===== src/rtl/vga_timing_scheduler_if.sv =====
// vga_timing_scheduler_if: update-window access bundle
// requesters drive req, the scheduler answers with grant
interface vga_timing_scheduler_if;
   logic [1:0] req;
   logic [1:0] grant;

   modport master (
      output req,
      input  grant
   );

   modport slave (
      input  req,
      output grant
   );
endinterface


===== src/rtl/vga_timing_scheduler.sv =====
// vga_timing_scheduler: VGA counters, sync/blank decode and
// round-robin arbitration of the vertical-blanking update window
module vga_timing_scheduler #(
   parameter int H_VISIBLE = 640,
   parameter int H_FRONT   = 16,
   parameter int H_SYNC    = 96,
   parameter int H_BACK    = 48,
   parameter int V_VISIBLE = 480,
   parameter int V_FRONT   = 10,
   parameter int V_SYNC    = 2,
   parameter int V_BACK    = 33
) (
   input  logic       pixel_clk,
   input  logic       reset,
   input  logic       enable,
   output logic [9:0] h_count,
   output logic [9:0] v_count,
   output logic       hsync,
   output logic       vsync,
   output logic       video_active,
   output logic       line_start,
   output logic       frame_start,
   output logic       update_window,
   vga_timing_scheduler_if.slave arb
);

   localparam int H_TOTAL = H_VISIBLE + H_FRONT + H_SYNC + H_BACK;
   localparam int V_TOTAL = V_VISIBLE + V_FRONT + V_SYNC + V_BACK;

   localparam logic [9:0] H_LAST = 10'(H_TOTAL - 1);
   localparam logic [9:0] V_LAST = 10'(V_TOTAL - 1);
   localparam logic [9:0] H_VIS  = 10'(H_VISIBLE);
   localparam logic [9:0] V_VIS  = 10'(V_VISIBLE);
   localparam logic [9:0] HS_BEG = 10'(H_VISIBLE + H_FRONT);
   localparam logic [9:0] HS_END = 10'(H_VISIBLE + H_FRONT + H_SYNC);
   localparam logic [9:0] VS_BEG = 10'(V_VISIBLE + V_FRONT);
   localparam logic [9:0] VS_END = 10'(V_VISIBLE + V_FRONT + V_SYNC);

   typedef enum logic [1:0] {
      IDLE,
      GRANT0,
      GRANT1
   } arb_state_t;

   logic       h_wrap;
   logic [9:0] h_nxt;
   logic [9:0] v_nxt;
   logic       hs_nxt;
   logic       vs_nxt;
   logic       va_nxt;
   logic       win_nxt;

   arb_state_t state;
   arb_state_t state_nxt;
   logic       last_served;
   logic       served_nxt;

   // next counts; out-of-range values collapse to zero
   always_comb begin
      h_wrap = (h_count >= H_LAST);
      h_nxt  = h_wrap ? 10'd0 : h_count + 10'd1;
      if (v_count > V_LAST) begin
         v_nxt = 10'd0;
      end else if (h_wrap) begin
         v_nxt = (v_count == V_LAST) ? 10'd0 : v_count + 10'd1;
      end else begin
         v_nxt = v_count;
      end
   end

   // decode from next counts so outputs line up with the counts
   always_comb begin
      hs_nxt  = !((h_nxt >= HS_BEG) && (h_nxt < HS_END));
      vs_nxt  = !((v_nxt >= VS_BEG) && (v_nxt < VS_END));
      va_nxt  = (h_nxt < H_VIS) && (v_nxt < V_VIS);
      win_nxt = enable ? (v_nxt >= V_VIS) : update_window;
   end

   // counter and timing output registers
   always_ff @(posedge pixel_clk) begin
      if (reset) begin
         h_count       <= 10'd0;
         v_count       <= 10'd0;
         hsync         <= 1'b1;
         vsync         <= 1'b1;
         video_active  <= 1'b1;
         line_start    <= 1'b0;
         frame_start   <= 1'b0;
         update_window <= 1'b0;
      end else if (enable) begin
         h_count       <= h_nxt;
         v_count       <= v_nxt;
         hsync         <= hs_nxt;
         vsync         <= vs_nxt;
         video_active  <= va_nxt;
         line_start    <= h_wrap;
         frame_start   <= h_wrap && (v_nxt == 10'd0);
         update_window <= win_nxt;
      end else begin
         line_start    <= 1'b0;
         frame_start   <= 1'b0;
      end
   end

   // arbiter state and round-robin history
   always_ff @(posedge pixel_clk) begin
      if (reset) begin
         state       <= IDLE;
         last_served <= 1'b1;
      end else begin
         state       <= state_nxt;
         last_served <= served_nxt;
      end
   end

   // arbiter next state; the window check looks one cycle ahead
   // so a holder loses grant in the very cycle v_count reads 0
   always_comb begin
      state_nxt  = state;
      served_nxt = last_served;
      unique case (state)
         IDLE: begin
            if (update_window && win_nxt && enable) begin
               if (arb.req[0] && (!arb.req[1] || last_served)) begin
                  state_nxt  = GRANT0;
                  served_nxt = 1'b0;
               end else if (arb.req[1]) begin
                  state_nxt  = GRANT1;
                  served_nxt = 1'b1;
               end
            end
         end
         GRANT0: begin
            if (!win_nxt) begin
               state_nxt = IDLE;
            end else if (!arb.req[0]) begin
               if (arb.req[1] && enable) begin
                  state_nxt  = GRANT1;
                  served_nxt = 1'b1;
               end else begin
                  state_nxt = IDLE;
               end
            end
         end
         GRANT1: begin
            if (!win_nxt) begin
               state_nxt = IDLE;
            end else if (!arb.req[1]) begin
               if (arb.req[0] && enable) begin
                  state_nxt  = GRANT0;
                  served_nxt = 1'b0;
               end else begin
                  state_nxt = IDLE;
               end
            end
         end
         default: begin
            state_nxt = IDLE;
         end
      endcase
   end

   assign arb.grant = {state == GRANT1, state == GRANT0};

endmodule


===== src/flat_wrapper.sv =====
// flat-port wrapper written by rule: the top's interface ports become plain ports
module vga_timing_scheduler_flat 
#(
   parameter int H_VISIBLE = 640,
   parameter int H_FRONT   = 16,
   parameter int H_SYNC    = 96,
   parameter int H_BACK    = 48,
   parameter int V_VISIBLE = 480,
   parameter int V_FRONT   = 10,
   parameter int V_SYNC    = 2,
   parameter int V_BACK    = 33
)
  (pixel_clk, reset, enable, h_count, v_count, hsync, vsync, video_active, line_start, frame_start, update_window, arb_req, arb_grant);
  vga_timing_scheduler_if arb_i ();
  input  logic pixel_clk;
  input  logic reset;
  input  logic enable;
  output logic [9:0] h_count;
  output logic [9:0] v_count;
  output logic hsync;
  output logic vsync;
  output logic video_active;
  output logic line_start;
  output logic frame_start;
  output logic update_window;
  input wire logic [$bits(arb_i.req)-1:0] arb_req;
  output wire logic [$bits(arb_i.grant)-1:0] arb_grant;
  assign arb_i.req = arb_req;
  assign arb_grant = arb_i.grant;
  vga_timing_scheduler #(.H_VISIBLE(H_VISIBLE), .H_FRONT(H_FRONT), .H_SYNC(H_SYNC), .H_BACK(H_BACK), .V_VISIBLE(V_VISIBLE), .V_FRONT(V_FRONT), .V_SYNC(V_SYNC), .V_BACK(V_BACK)) u_core (.pixel_clk(pixel_clk), .reset(reset), .enable(enable), .h_count(h_count), .v_count(v_count), .hsync(hsync), .vsync(vsync), .video_active(video_active), .line_start(line_start), .frame_start(frame_start), .update_window(update_window), .arb(arb_i));
endmodule

===== config.mk =====
export PLATFORM = sky130hd
export DESIGN_NAME = vga_timing_scheduler_flat
export DESIGN_NICKNAME = d
export VERILOG_FILES = /design/src/rtl/vga_timing_scheduler_if.sv /design/src/rtl/vga_timing_scheduler.sv /design/src/flat_wrapper.sv
export SDC_FILE = /design/constraint.sdc
export NUM_CORES = 1
export LEC_CHECK = 0
export CORE_UTILIZATION = 55
export CTS_BUF_LIST = sky130_fd_sc_hd__clkbuf_8
export DETAILED_ROUTE_END_ITERATION = 6
export HOLD_SLACK_MARGIN = 0.02
export PLACE_DENSITY = 0.91
export SETUP_SLACK_MARGIN = 0.5
export SLEW_MARGIN = 10
export SYNTH_ARGS = -nofsm -noshare
export SYNTH_HDL_FRONTEND = slang
export SYNTH_SLANG_ARGS = --single-unit
export TNS_END_PERCENT = 10

===== constraint.sdc =====
create_clock -name pixel_clk -period 2.8 [get_ports pixel_clk]
set_clock_uncertainty 0.05 [all_clocks]
set_input_delay 0.28 -clock pixel_clk [delete_from_list [all_inputs] [get_ports pixel_clk]]
set_output_delay 0.28 -clock pixel_clk [all_outputs]
set_load 0.03 [all_outputs]

==> results.txt, run 1 <==
Prior to clock tree synthesis, the placed netlist has a worst setup slack of 278.1 ps. For the post-placement cell count, the log shows 332. The cell at the root of the clock tree was clkbuf_8. TritonCTS built the clock tree.

The repair_antennas step left the layout with diodes totalling 0. For the worst setup path, the data required time is 2980 ps. The tools report the design internal power as 0.6911 mW. The overall global routing resource usage is 0.2924. In this design, the largest share of critical-path delay is due to simple AND/OR/NAND/NOR gates. Post-layout worst setup margin: 321.1 ps. Counting the fill cells in the layout gives 240.

After floorplanning, the core was sized to cover 3442 um2. Setup slack on the worst reg-to-reg path comes out at 320 ps. The total overflow left after global routing is 0. The die covers 3930 um2. By instance count, the cell type seen most on the critical path is or4_4. After detailed routing, the average wire length per cell comes to 15.47 um.

The clock transition at the register clock pins on the worst setup and hold paths after CTS is 70 ps. Using the TritonRoute via totals, the vias-per-cell ratio works out to 6.106. The run gives 0.5885 as the initial standard-cell utilization of the core. The relative contribution of sequential cells to total power came out at 0.451. Maximum frequency from static timing analysis: 403.4 MHz. In this run the worst path has a maximum fanout of 6. The initial antenna violation count came out at 0. STA classifies the critical path endpoint as a flop.

The final critical-path share of the clock period was 0.8853; the number of port buffers was 32. The detailed-route via count is 2137, and the shortest period the worst path allows is 2479 ps. The class of the most critical hold timing path was reg2reg. The detailed placer's ending HPWL was 3.556 mm; the number of rows in the core area was 21. The number of unique standard cell types used by synthesis came out at 54. The tools report the switching power as 0.2564 mW. Once placement finished, the instance area stood at 2410 um2. The congestion estimate from routability-driven global placement came to 0.8884. The count of nets after finishing came out at 315. Setup repair after global routing could not meet its margin everywhere. The biggest cell delay along the critical path was 580 ps; the height of the die was 62.69 um. For the max-slew headroom at the worst pin, the log shows 0.5691.

Power spread over the standard cell area amounts to 364.2 nW/um2. The H-tree was split into 2 levels. The synthesized design contains 0 enable-type register cells. The type of the worst setup path is reg2reg. Mean area per synthesized cell: 7.615 um2. The sink count of the clock tree came out at 29. The run gives 0 as the count of pins over their slew limit.

The slew at the pin closest to its max-slew limit works out to 644.3 ps. IR analysis of the VDD net gives a maximum drop of 318.7 uV. The combinational power share is 0.130. The floorplan step set the die width to 62.69 um. The tools report the leakage component of the power as 0.8826 nW.

For this block, the routed nets add up to 5.416 mm of wire. Once detail routing completed, the nets flagged for antenna violations numbered 0. The tools report the pin count of the biggest net entering global routing as 27. Synthesized instance count: 266. The setup TNS is 0 ps, and the final worst hold slack is 435.9 ps. Leaving out fill and tap cells, the most frequent cell in the layout is nor2_1. In the routed design, unresolved DRC markers number 0. The area growth from synthesis to layout is 28.41%, and the insertion delay of the later-clocked pin in the worst-skew pair is 300 ps.

In this run, CTS created clock tree buffers numbering 5. Mapped cell area: 2026 um2. Share of the yosys chip area belonging to registers: 0.2866. STA classifies the critical path startpoint as a flop.

For the first-pass GRT wire length, the log shows 9.101 mm. No sink is reached through more buffers than the 2 on the longest clock path. Clock group share of total power: 0.419.

Walking the worst path, the cells encountered are or4_4, or4_4, o21a_4, nand2b_4, o211ai_2, a21oi_2, mux2i_1. The proportion of synthesized flip-flops having asynchronous set or reset was 0; the first-pass iteration count of the detailed router was 5. For the synthesized netlist net count, the log shows 278. Setup violations remaining at the end of the flow were counted as 0.

Once layout is complete, the cells apart from fillers number 350. The top cell types in the final layout, fill and taps aside, are nor2_1 (34), clkdlybuf4s50_1 (32), a21oi_1 (23), dfxtp_1 (23), nand2_1 (18). Multi-input gate area in the final layout: 1375 um2. The slowest library cell on the worst path is or4_4. In this run, post-CTS hold repair placed 0 buffers.

The final design utilization is 0.7557. During I/O placement, the number of pins put on the boundary was 33. The detailed router finished its first iteration with 260 violations.

Critical path arrival: 2660 ps. The final hold violation count was 0; the flop and latch count out of synthesis was 29. Max-capacitance violation count: 0. Together, buffers and inverters on the worst path number 0. The total of warnings raised by yosys came out at 0. The switching part of the total is 0.2706, and the post-layout total power is 0.9474 mW. For this run, the leading register cell type out of synthesis is dfxtp_1. The run finished with clean final reports. The flip-flop and latch area was 593.1 um2; the number of global-route vias before repair was 1968.

With fillers left out, the area of the finished cells amounts to 2601 um2. The share of final-layout standard cells stronger than drive strength 1 works out to 0.1612.
[sequential cells by signal, summed over array words and instances (netlist names)]
register / cells
u_core.frame_start: 1
u_core.video_active: 1
u_core.state: 2
u_core.vsync: 1
u_core.hsync: 1
u_core.v_count: 10
u_core.last_served: 1
u_core.h_count: 10
u_core.update_window: 1
u_core.line_start: 1
[Yosys cell counts (all sizes together), types with 4 or more instances]
cell,n,share of area
a21oi,25,0.065
buf,7,0.023
xnor2,9,0.039
nor3,14,0.037
nand3,14,0.035
ha,7,0.043
nand4,4,0.012
nor2,34,0.063
inv,8,0.015
dfxtp,29,0.29
clkbuf,11,0.020
nor4,7,0.022
mux2i,4,0.020
nand2,18,0.033
o21ai,19,0.054
[final cells by class]
class                   instances  share of cell area
clock inverters                 1            0.001924
multi-input cells             210              0.5286
well taps                      46             0.02213
inverters                       9             0.01299
clock buffers                   7             0.03704
repair buffers                 48              0.1693
flip-flops and latches         29              0.2280
[per-layer routing]
metal / track usage / wire length [um] / up-vias
met5: 0 / 0 / -
met4: 0.1599 / 134 / 0
met3: 0.06752 / 381 / 16
met2: 0.4511 / 2521 / 97
met1: 0.3744 / 2378 / 987
li1: - / - / 1037
[worst reg2reg max path, stage by stage (launching register included)]
cell and delay (ps):
dfxtp_1 360, or4_4 580, or4_4 510, o21a_4 250
nand2b_4 110, o211ai_2 120, a21oi_2 220, mux2i_1 210
[cell families after synthesis]
group,synth area share
AO/OA/AOI/OAI,0.2557
XOR/XNOR,0.04324
adder cells (fa/ha/maj),0.04323
buffers and inverters,0.05991
flip-flops,0.2866
multiplexers,0.01977
AND/OR/NAND/NOR,0.2915
[path summary, 6_finish.rpt]
| path | from | end | depth (start not counted) |
|---|---|---|---|
| worst max-delay path | u_core.v_count[5]$_SDFFE_PP0P_ | u_core.state[1]$_SDFFE_PP0P_ | 7 |
| worst min-delay path | u_core.h_count[1]$_SDFFE_PP0P_ | u_core.h_count[1]$_SDFFE_PP0P_ | 2 |
| worst min register to register | u_core.h_count[1]$_SDFFE_PP0P_ | u_core.h_count[1]$_SDFFE_PP0P_ | 2 |
| worst max register to register | u_core.v_count[5]$_SDFFE_PP0P_ | u_core.state[1]$_SDFFE_PP0P_ | 7 |
[power by group through the flow]
stage | clock network, mW | logic, mW | registers (mW)
finish | 0.397 | 0.124 | 0.427
detailed placement | 0 | 0.120 | 0.436
CTS | 0.397 | 0.121 | 0.427
global route | 0.416 | 0.137 | 0.428
floorplan | 0 | 0.0772 | 0.442
global placement | 0 | 0.118 | 0.435
[what timing repair did]
item,in CTS,in global routing
setup endpoints to repair,7,11
pin swaps,3,5
gates cloned,0,0
setup buffers,4,6
gates resized for setup,2,3
endpoints found under the hold margin,0,0
No activity file was read; power rests on OpenSTA's default activity.
==> run 2: changes to the inputs <==
--- a/config.mk
+++ b/config.mk
@@ -5,6 +5,7 @@
 export SDC_FILE = /design/constraint.sdc
 export NUM_CORES = 1
 export LEC_CHECK = 0
+export CAP_MARGIN = 15
 export CORE_UTILIZATION = 55
 export CTS_BUF_LIST = sky130_fd_sc_hd__clkbuf_8
 export DETAILED_ROUTE_END_ITERATION = 6
==> results of run 2 <==
The final DEF is identical to that of run 1; final timing and power are the same.
